$ cat src/rtl/pwm_pkg.sv
`default_nettype none
// +--------------------------------------------------------------------------+
// | pwm_pkg                                                                   |
// | Shared types, default widths and ramp step arithmetic for pwm sequencers. |
// | Revision: 1.0                                                             |
// +--------------------------------------------------------------------------+
package pwm_pkg;

  localparam int unsigned PWM_XLEN_DEF   = 8;
  localparam int unsigned PWM_STEP_W_DEF = 4;
  // Wide enough that cur+step never wraps for any supported XLEN.
  localparam int unsigned PWM_CALC_W     = 32;

  typedef enum logic [1:0] {
    IDLE = 2'd0,
    ARM  = 2'd1,
    RAMP = 2'd2
  } pwm_ramp_state_t;

  // Move cur toward tgt by at most stp, never overshooting in either direction.
  function automatic logic [PWM_CALC_W-1:0] pwm_sat_step(
    input logic [PWM_CALC_W-1:0] cur,
    input logic [PWM_CALC_W-1:0] tgt,
    input logic [PWM_CALC_W-1:0] stp
  );
    logic [PWM_CALC_W-1:0] res;
    res = cur;
    if (cur < tgt) begin
      res = ((tgt - cur) <= stp) ? tgt : cur + stp;
    end else if (cur > tgt) begin
      res = ((cur - tgt) <= stp) ? tgt : cur - stp;
    end
    return res;
  endfunction

endpackage
`default_nettype wire

$ cat src/rtl/pwm_period_counter.sv
`default_nettype none
// +--------------------------------------------------------------------------+
// | pwm_period_counter                                                        |
// | Tracks the pwm counter phase; flags the last cycle and first cycle.      |
// | Revision: 1.0                                                             |
// +--------------------------------------------------------------------------+
module pwm_period_counter #(
  parameter int unsigned W = 9
) (
  input  logic         clk,
  input  logic         rst,
  input  logic [W-1:0] duty_cycle,
  output logic         boundary,
  output logic         period_start
);

  logic [W-1:0] pcnt_q;
  logic [W-1:0] pcnt_d;

  assign boundary     = (pcnt_q == duty_cycle);
  assign period_start = (pcnt_q == W'(1));

  always_comb begin
    pcnt_d = boundary ? W'(1) : pcnt_q + W'(1);
  end

  always_ff @(posedge clk) begin
    if (rst) begin
      pcnt_q <= W'(1);
    end else begin
      pcnt_q <= pcnt_d;
    end
  end

endmodule
`default_nettype wire

$ cat src/rtl/pwm_ramp_ctrl.sv
`default_nettype none
// +--------------------------------------------------------------------------+
// | pwm_ramp_ctrl                                                             |
// | Ramps pwm amplitude toward a target, updating only on period boundaries. |
// | Revision: 1.0                                                             |
// +--------------------------------------------------------------------------+
module pwm_ramp_ctrl
  import pwm_pkg::*;
#(
  parameter int unsigned XLEN       = PWM_XLEN_DEF,
  parameter int unsigned STEP_W     = PWM_STEP_W_DEF,
  parameter int unsigned DEF_PERIOD = 2**XLEN
) (
  input  logic              clk,
  input  logic              rst,
  input  logic              cfg_valid,
  output logic              cfg_ready,
  input  logic [XLEN-1:0]   cfg_target,
  input  logic [XLEN:0]     cfg_period,
  input  logic [STEP_W-1:0] cfg_step,
  input  logic              abort,
  output logic [XLEN-1:0]   ampl,
  output logic [XLEN:0]     duty_cycle,
  output logic              period_start,
  output logic              busy,
  output logic              done
);

  pwm_ramp_state_t   state_q,  state_d;
  logic [XLEN-1:0]   target_q, target_d;
  logic [XLEN:0]     period_q, period_d;
  logic [STEP_W-1:0] step_q,   step_d;
  logic              abort_q,  abort_d;
  logic [XLEN-1:0]   ampl_q,   ampl_d;
  logic [XLEN:0]     duty_q,   duty_d;
  logic              done_q,   done_d;

  logic              boundary;
  logic              abort_now;
  logic [XLEN-1:0]   ampl_step;

  pwm_period_counter #(
    .W (XLEN + 1)
  ) u_pcnt (
    .clk          (clk),
    .rst          (rst),
    .duty_cycle   (duty_q),
    .boundary     (boundary),
    .period_start (period_start)
  );

  assign ampl_step = XLEN'(pwm_sat_step(PWM_CALC_W'(ampl_q),
                                        PWM_CALC_W'(target_q),
                                        PWM_CALC_W'(step_q)));
  // An abort raised in the boundary cycle itself still wins over the step.
  assign abort_now = abort_q | abort;

  always_comb begin
    state_d  = state_q;
    target_d = target_q;
    period_d = period_q;
    step_d   = step_q;
    abort_d  = abort_q;
    ampl_d   = ampl_q;
    duty_d   = duty_q;
    done_d   = 1'b0;
    case (state_q)
      IDLE: begin
        abort_d = 1'b0;
        if (cfg_valid) begin
          target_d = cfg_target;
          period_d = (cfg_period == '0) ? (XLEN+1)'(1) : cfg_period;
          step_d   = (cfg_step == '0) ? STEP_W'(1) : cfg_step;
          state_d  = ARM;
        end
      end
      ARM, RAMP: begin
        if (boundary) begin
          abort_d = 1'b0;
          if (abort_now) begin
            state_d = IDLE;
            done_d  = 1'b1;
          end else begin
            ampl_d = ampl_step;
            if (state_q == ARM) begin
              duty_d = period_q;
            end
            if (ampl_step == target_q) begin
              state_d = IDLE;
              done_d  = 1'b1;
            end else begin
              state_d = RAMP;
            end
          end
        end else begin
          abort_d = abort_now;
        end
      end
      default: begin
        state_d = IDLE;
      end
    endcase
  end

  always_ff @(posedge clk) begin
    if (rst) begin
      state_q  <= IDLE;
      target_q <= '0;
      period_q <= '0;
      step_q   <= '0;
      abort_q  <= 1'b0;
      ampl_q   <= '0;
      duty_q   <= (XLEN+1)'(DEF_PERIOD);
      done_q   <= 1'b0;
    end else begin
      state_q  <= state_d;
      target_q <= target_d;
      period_q <= period_d;
      step_q   <= step_d;
      abort_q  <= abort_d;
      ampl_q   <= ampl_d;
      duty_q   <= duty_d;
      done_q   <= done_d;
    end
  end

  assign cfg_ready  = (state_q == IDLE);
  assign busy       = (state_q != IDLE);
  assign ampl       = ampl_q;
  assign duty_cycle = duty_q;
  assign done       = done_q;

endmodule
`default_nettype wire

$ cat config.mk
export PLATFORM = sky130hd
export DESIGN_NAME = pwm_ramp_ctrl
export DESIGN_NICKNAME = d
export VERILOG_FILES = /design/src/rtl/pwm_pkg.sv /design/src/rtl/pwm_period_counter.sv /design/src/rtl/pwm_ramp_ctrl.sv
export SDC_FILE = /design/constraint.sdc
export NUM_CORES = 1
export LEC_CHECK = 0
export ABC_AREA = 1
export BUFFER_PORTS_ARGS = -buffer_cell sky130_fd_sc_hd__buf_2
export CAP_MARGIN = 15
export CORE_MARGIN = 8
export CORE_UTILIZATION = 35
export CTS_CLUSTER_DIAMETER = 100
export DETAILED_ROUTE_END_ITERATION = 12
export PLACE_DENSITY = 0.53
export SETUP_SLACK_MARGIN = 0.5
export SYNTH_ARGS = -nofsm -noshare
export SYNTH_HDL_FRONTEND = slang
export SYNTH_SLANG_ARGS = --single-unit
$ cat constraint.sdc
create_clock -name clk -period 4.28 [get_ports clk]
set_input_delay 1.284 -clock clk [delete_from_list [all_inputs] [get_ports clk]]
set_output_delay 1.284 -clock clk [all_outputs]
set_load 0.05 [all_outputs]
Word-level counts from Yosys, hierarchy flattened. Index checks and enable logic that the tools add are counted.

Word-level logic and storage cells: 56. Input port bits: 25. Bits in registers: 51. Output and inout bits: 21.

Reductions and logical operators: 12. Add/subtract/negate cells: 5. Bitwise gates (word level): 4. Mux-type cells: 15. Equality and inequality tests: 7. Order comparisons: 4.

Operator list (number): 32-bit by 4-bit less-or-equal comparator with 1-bit output (2); 8-bit 2-to-1 mux (4); 8-bit by 8-bit subtractor with 9-bit output (2); 9-bit by 1-bit adder with 9-bit output (second input constant) (1); 9-bit by 1-bit == test with 1-bit output (second input constant) (1); 9-bit == test (1); 9-bit zero test (1); 9-bit 2-to-1 mux (1); 8-bit by 4-bit adder with 8-bit output (1); 8-bit == test (1); 8-bit > comparator (1); 8-bit less-than comparator (1); 2-bit 2-to-1 mux (4); 8-bit by 4-bit subtractor with 8-bit output (1); 4-bit zero test (1); 4-bit 2-to-1 mux (1); 2-bit one-hot mux with 2 select lines (1); 2-bit AND reduction (2); 4-bit AND reduction (1); 2-bit nonzero test (2); 2-bit OR reduction (2); 1-bit 2-to-1 mux (3); 1-bit inverter (3); 3-bit AND reduction (1); 8 further kinds (8).

Longest topological paths before layout.
Depth after elaboration: 10. Depth in mapped cells: 27. Mapped depth without buffers: 27.

By module. Synthesis repeated with hierarchy kept, for this count alone.

Cell total of the unflattened synthesis: 639. Area, all modules: 4241.6 um^2.

By module, submodules not included: pwm_ramp_ctrl (area an instance 3669.8 um^2, seq. area each 840.8 um^2, instances 1, cells each 560); pwm_period_counter (area an instance 571.8 um^2, seq. area each 180.2 um^2, instances 1, cells each 79).

Worst setup path after synthesis. OpenSTA, ideal clock, no wires.

Path kind: reg-to-output. From: register u_pcnt.pcnt_q[0]. To: output period_start. Buffers on the path: 0. Required time: 2.996 ns. Arrival: 2.098 ns. Cell stages (with the launch flop): 4. Setup slack: 0.898 ns. Path through: dfxtp_1 ha_1 nand4_1 nor4_1.

Word-level cells in the longest chain between the ends: 1.

RTL lines: from (decl) (RTL line pwm_period_counter.sv:17) `logic [W-1:0] pcnt_q;`; from (signal assigned) (RTL line pwm_period_counter.sv:31) `pcnt_q <= pcnt_d;`; 9-bit by 1-bit == test with 1-bit output (RTL line pwm_period_counter.sv:21) `assign period_start = (pcnt_q == W'(1));`; to (decl) (RTL line pwm_ramp_ctrl.sv:24) `output logic period_start,`.

No other way between the ends.

Final worst setup path.
From: register target_q[0]. To: register state_q[1].

Word-level cells in the longest chain between the ends: 10. Elaborated cells between the ends (all ways): 15. Classes of those cells: 2 x add/sub; 4 x order compare; 1 x eq/ne; 8 x mux.

RTL lines: from (decl) (RTL line pwm_ramp_ctrl.sv:30) `logic [XLEN-1:0] target_q, target_d;`; from (signal assigned) (RTL line pwm_ramp_ctrl.sv:117) `target_q <= target_d;`; 8-bit by 8-bit subtractor with 9-bit output (RTL line pwm_pkg.sv:31) `res = ((cur - tgt) <= stp) ? tgt : cur - stp;`; 32-bit by 4-bit less-or-equal comparator with 1-bit output (RTL line pwm_pkg.sv:31); 8-bit 2-to-1 mux (RTL line pwm_pkg.sv:31); 8-bit 2-to-1 mux (RTL line pwm_pkg.sv:30) `end else if (cur > tgt) begin`; 8-bit 2-to-1 mux (RTL line pwm_pkg.sv:28) `if (cur < tgt) begin`; 8-bit == test * (RTL line pwm_ramp_ctrl.sv:88) `if (ampl_step == target_q) begin`; 2-bit 2-to-1 mux * (RTL line pwm_ramp_ctrl.sv:88); 2-bit 2-to-1 mux * (RTL line pwm_ramp_ctrl.sv:80) `if (abort_now) begin`; 2-bit 2-to-1 mux * (RTL line pwm_ramp_ctrl.sv:78) `if (boundary) begin`; 2-bit one-hot mux with 2 select lines * (RTL line pwm_ramp_ctrl.sv:67) `case (state_q)`; to (signal assigned) (RTL line pwm_ramp_ctrl.sv:116) `state_q <= state_d;`; to (decl) (RTL line pwm_ramp_ctrl.sv:29) `pwm_ramp_state_t state_q, state_d;`.

Mark *: on every way between the ends. The rest lies on a longest branch, timed or not. The select of a mux whose other input is x is not followed. A chain may end at the register's enable or synchronous reset.

==> results.cfg <==
[outcome]
status = finished clean

[logic_synthesis]
synth_cell_types = 33
yosys_warnings = 0
synth_nets = 684
avgSynthCellArea_sq_um = 6.61
post-synth-top-area-fraction_pct = 24.9
synth_seq_area_share_pct = 24.9
synth.area.top_cells = dfxtp_1 25%, nand2_1 15%, ha_1 11%
synth-edff-count = 0
ys_seq_elements = 51
synthFlopType = dfxtp_1
synth-async-reset-ratio_pct = 0
synthCells = 619
yosys.area.top_type = dfxtp_1
syn_area_sq_mm = 0.00409

[floorplanning]
die_w_microns = 124
die_area_sq_mm = 0.0154
ios = 46
fp.dieH_microns = 124
rows = 39
core_area_sq_mm = 0.0114
initial_core_util_pct = 35.8

[finish]
diodes = 0
final_util_pct = 40.6
drive_gt1_share_pct = 14.3
layout_common_cells = 166 x nand2_1, 93 x inv_1, 56 x a21oi_1
final_common_cell = nand2_1
nNetsFinal = 729
fin_area_sq_mm = 0.00464
register_area_sq_mm = 0.00103
fin_cells = 808
multi_input_area_sq_mm = 0.00267
area_growth_syn_to_layout_pct = 13.3
n_fill_cell = 1286

[grt]
grt_pass1_wl_mm = 19.1
grtUsageTotal_pct = 15.5
grt-ovfl-total = 0
antenna_found_initial = 0
grt_max_degree = 23
grt_pass1_vias = 3956

[cts]
cts_buffers = 5
clock_path_buffers = 2
cts_sinks = 51
clkLatencyLatePin_ns = 0.29
ctsHtreeMaxLevel = 2
clk_pin_slew_ns = 0.08
tritoncts = yes
cts_root_buf = clkbuf_16

[timing]
max_freq_mhz = 294
worst_slew_pin_slew_ns = 0.639
finalSetupViolCount = 0
clock_skew_ns = 0.00980
finalCritPeriodShare_pct = 79.4
slew_viol_final = 0
period_needed_ns = 3.40
slew_headroom_pct = 57.4
worst_hold_slack_ns = 0.466
setup_tns_ns = 0
rsz0062_at_grt = false
finalHoldViolCount = 0
finalWorstSetupSlack_ns = 0.883

[power_and_ir_drop]
p_comb_share_pct = 56.8
powerDensity_mw_per_mm2 = 496
switching_share_pct = 49.2
clock_power_share_pct = 17.9
p_int_mw = 1.17
p_switching_mw = 1.13
ir_drop_uv = 192
total_power_mw = 2.30
power_leakage_nw = 2.39
pwr-share-seq_pct = 25.3

[setup_path]
cp_top_family = simple AND/OR/NAND/NOR gates
path_buf_inv = 2
max_stage_delay_ns = 0.41
start_kind = flip-flop
crit_top_cell = nand2_1
end_kind = flip-flop
crit_required_ns = 4.44
worst_r2r_path_depth = 23
crit_fanout = 9
reg2reg_from = target_q[0]
worst_path_max_delay_cell = fa_1
cp_cell_sequence = inv_1 -> ha_1 -> fa_1 -> xnor2_1 -> ha_1 -> nand2_1 -> inv_1 -> nand2_1 -> nand2_1 -> nand2_1 -> nand3_2 -> nor2_8 -> nand3_4 -> nand2_1 -> nand3_1 -> nand2_1 -> nand2_1 -> nand2_1 -> nand2_1 -> nor2_1 -> nand2_1 -> nand3_2 -> a21oi_2
path_depth = 23
worstSetupPathType = flip-flop to flip-flop
timing.rr.end = state_q[1]
reg2reg_slack_ns = 0.88
cp.arrival_ns = 3.56

[route]
post_drt_wl_per_cell_microns = 14.2
postRouteAntennaNets = 0
viasPerCell = 5.00
drtIter0Drc = 294
drc = 0
firstDrtPassIters = 6
wirelength_mm = 11.5
vias = 4043

[hold_path]
hp-start = period_q[4]
whs_path_depth = 2
min_to = duty_cycle[4]
hp-class = flip-flop to flip-flop

[placed_design]
place_inst = 797
place_congestion = 0.904
place_hpwl_mm = 9.15
placed_cell_area_sq_mm = 0.00445
dp_slack_ns = 0.595
io_buffers = 45

[flow_run]
drv_cap = 0
per-layer routing:
layer | part of all wire, % | global-route usage (%) | vias to the layer above
li1 | - | - | 2081
met3 | 5.3 | 3.13 | 18
met5 | 0 | 0 | -
met4 | 2.1 | 4.91 | 0
met2 | 44 | 24.6 | 109
met1 | 49 | 20.5 | 1835
final cells by class:
cell class,count,share of cell area [%]
clock inverters,3,0.540
clock buffers,5,2.70
repair buffers,49,5.50
flip-flops and latches,51,22.1
well taps,143,3.86
inverters,96,7.80
multi-input cells,461,57.5
state kept, by name (all words and copies together) (netlist names):
name           cells
abort_q            1
ampl               8
done               1
duty_cycle         9
period_q           9
state_q            2
step_q             4
target_q           8
u_pcnt.pcnt_q      9
logic make-up after synthesis:
kind of cell / after synthesis / synth area share (%)
simple gates: 303 / 35.1
xor+xnor: 23 / 4.92
fa+ha+maj: 40 / 13.0
compound gates: 95 / 11.9
buf+inv: 107 / 10.2
flops: 51 / 24.9
tightest hold or removal path, stage by stage, from the launching register on:
cell     delay [ns]
dfxtp_1        0.31
nand2_1        0.06
a21oi_1        0.05
synthesized netlist by cell type, types with 2 or more instances:
cell type	instances
clkbuf_1	8
nor3_1	4
ha_1	36
nor2_8	2
nor2_2	3
dfxtp_1	51
a21oi_1	56
nand3_2	5
nor4_1	5
o21ai_0	34
nand2_1	166
xor2_1	22
nand3_1	55
nand4_1	17
nand2_2	17
buf_6	2
clkinv_1	2
fa_1	4
nor3b_1	2
inv_1	93
nand3_4	2
nor2_1	22
power groups by stage:
| stage | Clock (mW) | Sequential (mW) | Combinational [mW] |
|---|---|---|---|
| 2_1_floorplan | 0 | 0.573 | 1.02 |
| 3_3_place_gp | 0 | 0.593 | 1.30 |
| 3_5_place_dp | 0 | 0.592 | 1.29 |
| 4_1_cts | 0.420 | 0.581 | 1.30 |
| 5_1_grt | 0.437 | 0.588 | 1.49 |
| 6_report | 0.411 | 0.582 | 1.31 |
worst max path at each step:
stage / startpoint / endpoint / slack (ns)
detailed placement: ampl[1] / state_q[1] / 0.60
floorplan: u_pcnt.pcnt_q[0] / period_start / 0.90
finish: target_q[0] / state_q[1] / 0.88
global placement: ampl[1] / state_q[1] / 0.58
CTS: ampl[1] / state_q[1] / 0.55
global route: ampl[5] / state_q[1] / 0.54
repair_timing:
action | CTS | global route
hold buffers | 0 | 0
setup buffers | 0 | 3
gates resized for setup | 0 | 6
endpoints found under the setup margin | 0 | 2
No activity file was read; power rests on OpenSTA's default activity.
